**config.mk**
```make
export PLATFORM = sky130hd
export DESIGN_NAME = morse_ctrl
export DESIGN_NICKNAME = d
export VERILOG_FILES = /design/src/rtl/morse_ctrl.sv
export SDC_FILE = /design/constraint.sdc
export NUM_CORES = 1
export LEC_CHECK = 0
export CAP_MARGIN = 15
export CORE_ASPECT_RATIO = 1.25
export CORE_MARGIN = 2
export CORE_UTILIZATION = 40
export DETAILED_ROUTE_END_ITERATION = 7
export PLACE_DENSITY = 0.58
export SLEW_MARGIN = 20
export SYNTH_ARGS = -nofsm -noshare
export SYNTH_HDL_FRONTEND = slang
export SYNTH_SLANG_ARGS = --single-unit
```
**constraint.sdc**
```tcl
create_clock -name clk -period 2.66 [get_ports clk]
set_input_delay 0.399 -clock clk [delete_from_list [all_inputs] [get_ports clk]]
set_output_delay 0.399 -clock clk [all_outputs]
set_load 0.05 [all_outputs]
```
**src/rtl/morse_ctrl.sv**
```systemverilog
// Morse key front-end: synchronizes and times key presses, strobes dots/dashes into the decoder,
// and captures the decoded character. Optional debounce: define MORSE_CTRL_DEBOUNCE_EN.
module morse_ctrl #(
  parameter int unsigned DOT_MAX    = 3,
  parameter int unsigned LETTER_GAP = 8,
  parameter int unsigned CNT_W      = 8,
  parameter int unsigned DEB_CYCLES = 4
) (
  input  logic       clk,
  input  logic       reset,
  input  logic       key,
  input  logic [7:0] dec_out,
  output logic       dec_in,
  output logic       sym_valid,
  output logic       dec_rst,
  output logic [7:0] char_out,
  output logic       char_valid,
  output logic       err,
  output logic       busy
);

  if ((DOT_MAX + 1) >= 2**CNT_W || LETTER_GAP >= 2**CNT_W || DEB_CYCLES >= 2**CNT_W) begin : g_cnt_w_check
    $error("morse_ctrl: CNT_W too narrow for DOT_MAX/LETTER_GAP/DEB_CYCLES");
  end

  localparam logic [CNT_W-1:0] ONE       = CNT_W'(1);
  localparam logic [CNT_W-1:0] DOT_LIM   = CNT_W'(DOT_MAX);
  localparam logic [CNT_W-1:0] PRESS_SAT = CNT_W'(DOT_MAX + 1);
  localparam logic [CNT_W-1:0] GAP_END   = CNT_W'(LETTER_GAP);

  typedef enum logic [1:0] {IDLE, PRESS, GAP, EMIT} state_t;

  state_t           state;
  logic             s1, s2, ks;
  logic [CNT_W-1:0] press_cnt, gap_cnt;
  logic [2:0]       sym_cnt;
  logic             ovf;

  always_ff @(posedge clk or negedge reset) begin
    if (!reset) begin
      s1 <= 1'b0;
      s2 <= 1'b0;
    end else begin
      s1 <= key;
      s2 <= s1;
    end
  end

`ifdef MORSE_CTRL_DEBOUNCE_EN
  localparam logic [CNT_W-1:0] DEB_LAST = CNT_W'(DEB_CYCLES - 1);
  logic [CNT_W-1:0] deb_cnt;

  // ks follows s2 only after DEB_CYCLES consecutive disagreeing samples
  always_ff @(posedge clk or negedge reset) begin
    if (!reset) begin
      ks      <= 1'b0;
      deb_cnt <= '0;
    end else if (s2 != ks) begin
      if (deb_cnt == DEB_LAST) begin
        ks      <= s2;
        deb_cnt <= '0;
      end else begin
        deb_cnt <= deb_cnt + ONE;
      end
    end else begin
      deb_cnt <= '0;
    end
  end
`else
  always_comb ks = s2;
`endif

  always_ff @(posedge clk or negedge reset) begin
    if (!reset) begin
      state      <= IDLE;
      press_cnt  <= '0;
      gap_cnt    <= '0;
      sym_cnt    <= '0;
      ovf        <= 1'b0;
      dec_in     <= 1'b0;
      sym_valid  <= 1'b0;
      dec_rst    <= 1'b1;
      char_out   <= '0;
      char_valid <= 1'b0;
      err        <= 1'b0;
      busy       <= 1'b0;
    end else begin
      sym_valid  <= 1'b0;
      char_valid <= 1'b0;
      case (state)
        IDLE: begin
          sym_cnt <= '0;
          ovf     <= 1'b0;
          dec_rst <= 1'b1;
          if (ks) begin
            state     <= PRESS;
            press_cnt <= ONE;
            dec_rst   <= 1'b0;
            busy      <= 1'b1;
          end
        end
        PRESS: begin
          if (ks) begin
            if (press_cnt != PRESS_SAT) press_cnt <= press_cnt + ONE;
          end else begin
            // symbols beyond the fourth are swallowed and only mark the letter bad
            if (sym_cnt == 3'd4) begin
              ovf <= 1'b1;
            end else begin
              sym_valid <= 1'b1;
              dec_in    <= (press_cnt <= DOT_LIM);
              sym_cnt   <= sym_cnt + 3'd1;
            end
            state   <= GAP;
            gap_cnt <= ONE;
          end
        end
        GAP: begin
          if (gap_cnt == GAP_END) begin
            state <= EMIT;
          end else if (ks) begin
            state     <= PRESS;
            press_cnt <= ONE;
          end else begin
            gap_cnt <= gap_cnt + ONE;
          end
        end
        EMIT: begin
          char_out   <= ovf ? 8'h3F : dec_out;
          err        <= ovf;
          char_valid <= 1'b1;
          dec_rst    <= 1'b1;
          busy       <= 1'b0;
          state      <= IDLE;
        end
        default: state <= IDLE;
      endcase
    end
  end

endmodule

```
# Yosys cells after proc, flatten, opt, wreduce, memory -nomap -nowiden
# Cells that the tools add are included.
[op_classes]
add_sub_neg = 3
n_mul = 0
div_mod_pow = 0
n_lt_le_gt_ge = 1
eq_ne = 14
shifts = 0
n_mux = 28
bitwise = 2
reduce_logical = 11
[op_table]
columns = ["operator", "count"]
rows = [
  ["8-bit two-way mux", 8],
  ["8-bit case mux with 3 select lines", 1],
  ["8-bit by 1-bit adder with 8-bit output (second input constant)", 2],
  ["2-bit inequality test (second input constant)", 8],
  ["8-bit case mux with 2 select lines", 1],
  ["3-bit AND reduction", 3],
  ["8-bit by 4-bit == test with 1-bit output (second input constant)", 1],
  ["8-bit by 2-bit <= comparator with 1-bit output (second input constant)", 1],
  ["1-bit two-way mux", 8],
  ["8-bit by 3-bit inequality test with 1-bit output (second input constant)", 1],
  ["2-bit case mux with 4 select lines", 1],
  ["4-bit AND reduction", 2],
  ["2-bit two-way mux", 3],
  ["3-bit two-way mux", 2],
  ["1-bit case mux with 2 select lines", 3],
  ["3-bit case mux with 2 select lines", 1],
  ["2-bit nonzero test", 3],
  ["2-bit == test (second input constant)", 2],
  ["3-bit by 1-bit adder with 3-bit output (second input constant)", 1],
  ["3-bit == test (second input constant)", 1],
  ["3-bit nonzero test", 1],
  ["2-bit by 1-bit == test with 1-bit output (second input constant)", 1],
  ["2-bit zero test", 1],
  ["1-bit NOT", 2],
  ["2-bit AND reduction", 1],
]
[word_totals]
ff_bits = 38
latch_bits = 0
ramBits = 0
romBits = 0
input_bits = 11
output_inout_bits = 14
word_cells = 73
n_memories = 0

# Logic depth before layout (Yosys ltp)
[depth]
ltp_word = 4
ltp_mapped = 6
ltp_nobuf = 6

# Worst setup path after synthesis
# Ideal clock, no wire load.
[synth_path]
path_kind = "register to register"
startpoint = "register state[0]"
endpoint = "register press_cnt[1]"
setup_time_ps = 121
arrival_ps = 1634
t_required_ps = 2539
slack_ps = 905
path_stages_with_launch = 7
path_buffers = 0
period_less_slack_ps = 1755
cell_sequence = "dfrtp_1 inv_1 ha_1 nand4bb_1 o221a_4 and3_4 a22o_1"
[synth_between]
elab_chain_cells = 3
elab_cells_between_ends = 9
cone_classes = "5 x eq/ne; 1 x mux; 3 x reduce/logical"
[synth_rtl]
columns = ["element", "line_no", "rtl"]
rows = [
  ["from (decl)", "33", "state_t state;"],
  ["from (signal assigned)", "75", "state <= IDLE;"],
  ["from (signal assigned)", "96", "state <= PRESS;"],
  ["from (signal assigned)", "114", "state <= GAP;"],
  ["2-bit == test, or another cell as far along", "90", "case (state)"],
  ["2-bit inequality test (no line) or 3-bit nonzero test (tied branches)", "n/a", ""],
  ["4-bit AND reduction (no line)", "n/a", ""],
  ["to (signal assigned)", "104", "if (press_cnt != PRESS_SAT) press_cnt <= press_cnt + ONE;"],
  ["to (decl)", "35", "logic [CNT_W-1:0] press_cnt, gap_cnt;"],
]
# Several ways; a longest one is shown, not always the timed one.
# A chain may end at the register's enable or synchronous reset.

# Worst setup path in the final report
[layout_path]
startpoint = "register state[1]"
endpoint = "register gap_cnt[7]"
[layout_between]
elab_chain_cells = 3
elab_cells_between_ends = 8
cone_classes = "5 x eq/ne; 1 x mux; 2 x reduce/logical"
[layout_rtl]
columns = ["element", "line_no", "rtl"]
rows = [
  ["2-bit == test or 2-bit by 1-bit == test with 1-bit output (tied branches)", "90", ""],
  ["2-bit inequality test (no line) or 2-bit nonzero test (tied branches)", "n/a", ""],
  ["4-bit AND reduction (no line)", "n/a", ""],
  ["to (signal assigned)", "125", "gap_cnt <= gap_cnt + ONE;"],
  ["to (decl)", "35", ""],
]
# Several ways; a longest one is shown, not always the timed one.

==> results <==
- The run finished with clean final reports.
- STA classifies the critical path startpoint as a flip-flop.
- The floorplan die width is 66.2 um.
- At the pin with the least slew margin, the transition time is 0.827 ns.
- Setup slack on the critical path of the routed design comes to 0.622 ns.
- After layout, the minimum clock period comes to 2.04 ns.
- After global routing the overflow that remains totals 0.
- Post-CTS repair changed the size of 0 cells.
- The maximum level of the CTS H-tree is 2.
- After synthesis, the largest family of logic cells by area is simple AND/OR/NAND/NOR gates.
- The worst setup path is captured at a flip-flop.
- The final-stage net count is 248.
- Of the total synthesized cell area, the portion taken by XOR and XNOR cells is 0.0362.
- The worst hold path class is input port to asynchronous set/reset pin.
- The number of flip-flops and latches in the synthesized netlist is 38.
- The critical path arrival is 2.22 ns.
- The utilization after layout is 0.507.
- Buffers inserted during clock tree synthesis total 5.
- The routability-driven placement congestion ratio is 0.770.
- 25 I/O pins were placed.
- The adder-cell share of the synthesized area is 0.0711.
- The final-report max-slew violation count was 0.
- The number of standard cells after synthesis is 199.
- The number of buffers inserted to repair setup after CTS is 0.
- The cell area that synthesis handed to floorplanning was 1940 um2.
- Max-cap violations in this run came to 0.
- The part of the Yosys area used for sequential elements is 0.492.
- The clock-pin slew of the registers on the worst-case setup and hold paths is 0.08 ns.
- The combined flip-flop and latch cell area is 952 um2.
- The total clock sinks is 38.
- IR analysis of the VDD net gives a maximum drop of 0.000638 V.
- The count of synthesis-stage warnings from yosys is 0.
- Counting flops with a built-in enable in the synthesized netlist gives 0.
- Using the TritonRoute via totals, the vias-per-cell ratio works out to 5.14.
- The count of distinct cell types in the synthesized netlist is 37.
- Wires add up to 3.66 mm.
- The most frequently used flop master after synthesis is sky130_fd_sc_hd__dfrtp_1.
- The maximum clock skew at final layout is 0.00588 ns.
- The power density over the cells is 1080 nW/um2.
- OpenSTA, run right after detailed placement, puts the worst setup slack at 0.660 ns.
- The minimum setup slack among reg-to-reg paths is 0.62 ns.
- The root buffer cell chosen for the clock tree is sky130_fd_sc_hd__clkbuf_8.
- The filler cell count in the final layout is 471.
- The total setup violations reported at the end of the flow is 0.
- Summing all multi-input logic gate instances after layout gives 906 um2.
- The iteration-0 DRC count of the detailed router is 83.
- The multiplexer fraction of the synthesized cell area is 0.0213.
- The number of inserted diodes is 0.
- The number of input and output port buffers inserted is 24.
- The area share of and/or/nand/nor cells after synthesis is 0.191.
- The leading cell type in the layout, fill and taps excluded is sky130_fd_sc_hd__dfrtp_1.
- The HPWL after detailed placement is 2.52 mm.
- The average instance in the mapped netlist occupies 9.73 um2.
- The routed wirelength normalized by instance count is 12.7 um.
- The maximum fanout along the worst path is 16.
- The fraction of synthesis flops using an asynchronous set or reset pin is 1.00.
- The share of layout cells above drive strength 1 is 0.0793.
- The routed via count is 1,476.
- The initial antenna violation count is 0.
- For this run, design rule violations remaining after detail routing come to 0.
- The core region is 4690 um2.
- The first global-routing pass estimated 6.55 mm of wire.
- Final hold analysis gives a worst-case slack of 0.199 ns.
- The synthesis-to-layout area growth is 22.8%.
- Setup repair after global routing left no endpoint under its margin.
- The cell leakage power is 1.03 nW.
- Across every metal layer, demand over resource in global routing totals 0.157.
- Hold repair after CTS inserted 0 buffers.
- The final sum of negative setup slack is 0 ns.
- TritonCTS built the clock tree.
- The total chip power is 2.57 mW.
- The library cells used most frequently in the layout, excluding fill and tap cells, are 37 x sky130_fd_sc_hd__dfrtp_1, 28 x sky130_fd_sc_hd__nor2_1, 23 x sky130_fd_sc_hd__clkdlybuf4s50_1.
- The normalized max-slew margin is 0.449.
- Entering global routing, the biggest net connects 39 pins.
- Synthesis produced a netlist with a net count of 221.
- From bottom edge to top edge, the die measures 81.8 um.
- The number of buffers on the longest clock path is 2.
- The floorplan step defined a die boundary enclosing 5420 um2.
- The final-report hold violation count is 0.
- The number of global-route vias before repair is 1,429.
- Data on the critical path is required at its endpoint by 2.85 ns.
- The clock reaches the later pin of the worst-skew pair after 0.29 ns.
- The initial utilization of the core area, before any placement, comes to 0.413.
- The compound-cell area share of the yosys netlist is 0.149.
- The type of the worst setup path is flip-flop to flip-flop.
- In the finished design, the share of the clock period the worst path needs comes to 0.766.
- Before antenna repair, the detailed router went through 4 iterations.
- The floorplan row count is 28.
- The detail route stage leaves a number of antenna-violating nets equal to 0.
- The achievable frequency is 491 MHz.
## sequential cells by signal, summed over array words and instances, names as in the netlist, 2 cells and up
| signal | flops |
|---|---|
| state | 2 |
| gap_cnt | 8 |
| sym_cnt | 3 |
| char_out | 8 |
| press_cnt | 8 |
## worst max-delay path, stage by stage (launching register included)
cell and delay [ns]:
sky130_fd_sc_hd__dfrtp_1 0.43, sky130_fd_sc_hd__inv_1 0.13, sky130_fd_sc_hd__ha_1 0.48, sky130_fd_sc_hd__o21bai_1 0.29, sky130_fd_sc_hd__nor4_1 0.39, sky130_fd_sc_hd__xnor2_1 0.16, sky130_fd_sc_hd__nor2_1 0.05
## metrics by stage
stage / instances / area, um2
6_report: 287 / 2380
5_1_grt: 287 / 2380
4_1_cts: 287 / 2380
3_5_place_dp: 279 / 2240
3_3_place_gp: 279 / 2240
2_1_floorplan: 199 / 1940
## layer usage
metal | track usage | vias up | share of wire
met1 | 0.196 | 703 | 0.48
met5 | 0 | - | 0
li1 | - | 748 | -
met3 | 0.0411 | 5 | 0.031
met4 | 0.0612 | 0 | 0.019
met2 | 0.258 | 20 | 0.47
## cells in the mapped netlist, drive strengths merged (2+ instances only)
library cell  number  share of area
a211oi             2         0.0077
a21oi             10          0.026
a22o               4          0.018
a31o               3          0.014
and2               2         0.0065
clkbuf             4         0.0077
dfrtp             37           0.48
ha                11          0.071
inv               16          0.031
mux2i              3          0.016
nand2             12          0.023
nand3              8          0.021
nand4              3         0.0097
nor2              28          0.054
nor2b              5          0.016
nor3               7          0.018
nor4               2         0.0065
o21ai             15          0.039
o31ai              3          0.012
xnor2              7          0.032
## report_power, final
part | leakage [nW] | internal, mW | switching [mW]
logic | 0.476 | 0.423 | 0.689
registers | 0.480 | 0.729 | 0.119
clock network | 0.0714 | 0.400 | 0.209
total | 1.03 | 1.55 | 1.02
## path summary, 6_finish.rpt
path                       startpoint            to  depth (start not counted)
min in group clk                   s1            ks                          0
setup reg to reg             state[1]    gap_cnt[7]                          6
setup / recovery             state[1]    gap_cnt[7]                          6
max in group asynchronous       reset   char_out[1]                          1
hold / removal                  reset  press_cnt[6]                          1
hold reg to reg                    s1            ks                          0
## area by class of cell
class / count / area share
Multi-Input combinational cell: 140 / 0.381
Clock buffer: 6 / 0.0347
Timing Repair Buffer: 25 / 0.102
Sequential cell: 38 / 0.400
Inverter: 16 / 0.0252
Clock inverter: 2 / 0.0252
Tap cell: 60 / 0.0316
## cell families (layout without fill, tap and decap cells)
group                      Yosys count  count (layout)
adders and majority gates           11              11
and+or+nand+nor                     74              74
muxes                                4               4
DFF                                 38              38
xor gates and xnor gates             8               8
AOI/OAI and AO/OA                   43              43
buffers and inverters               21              49
(Power assumes the default switching activity.)
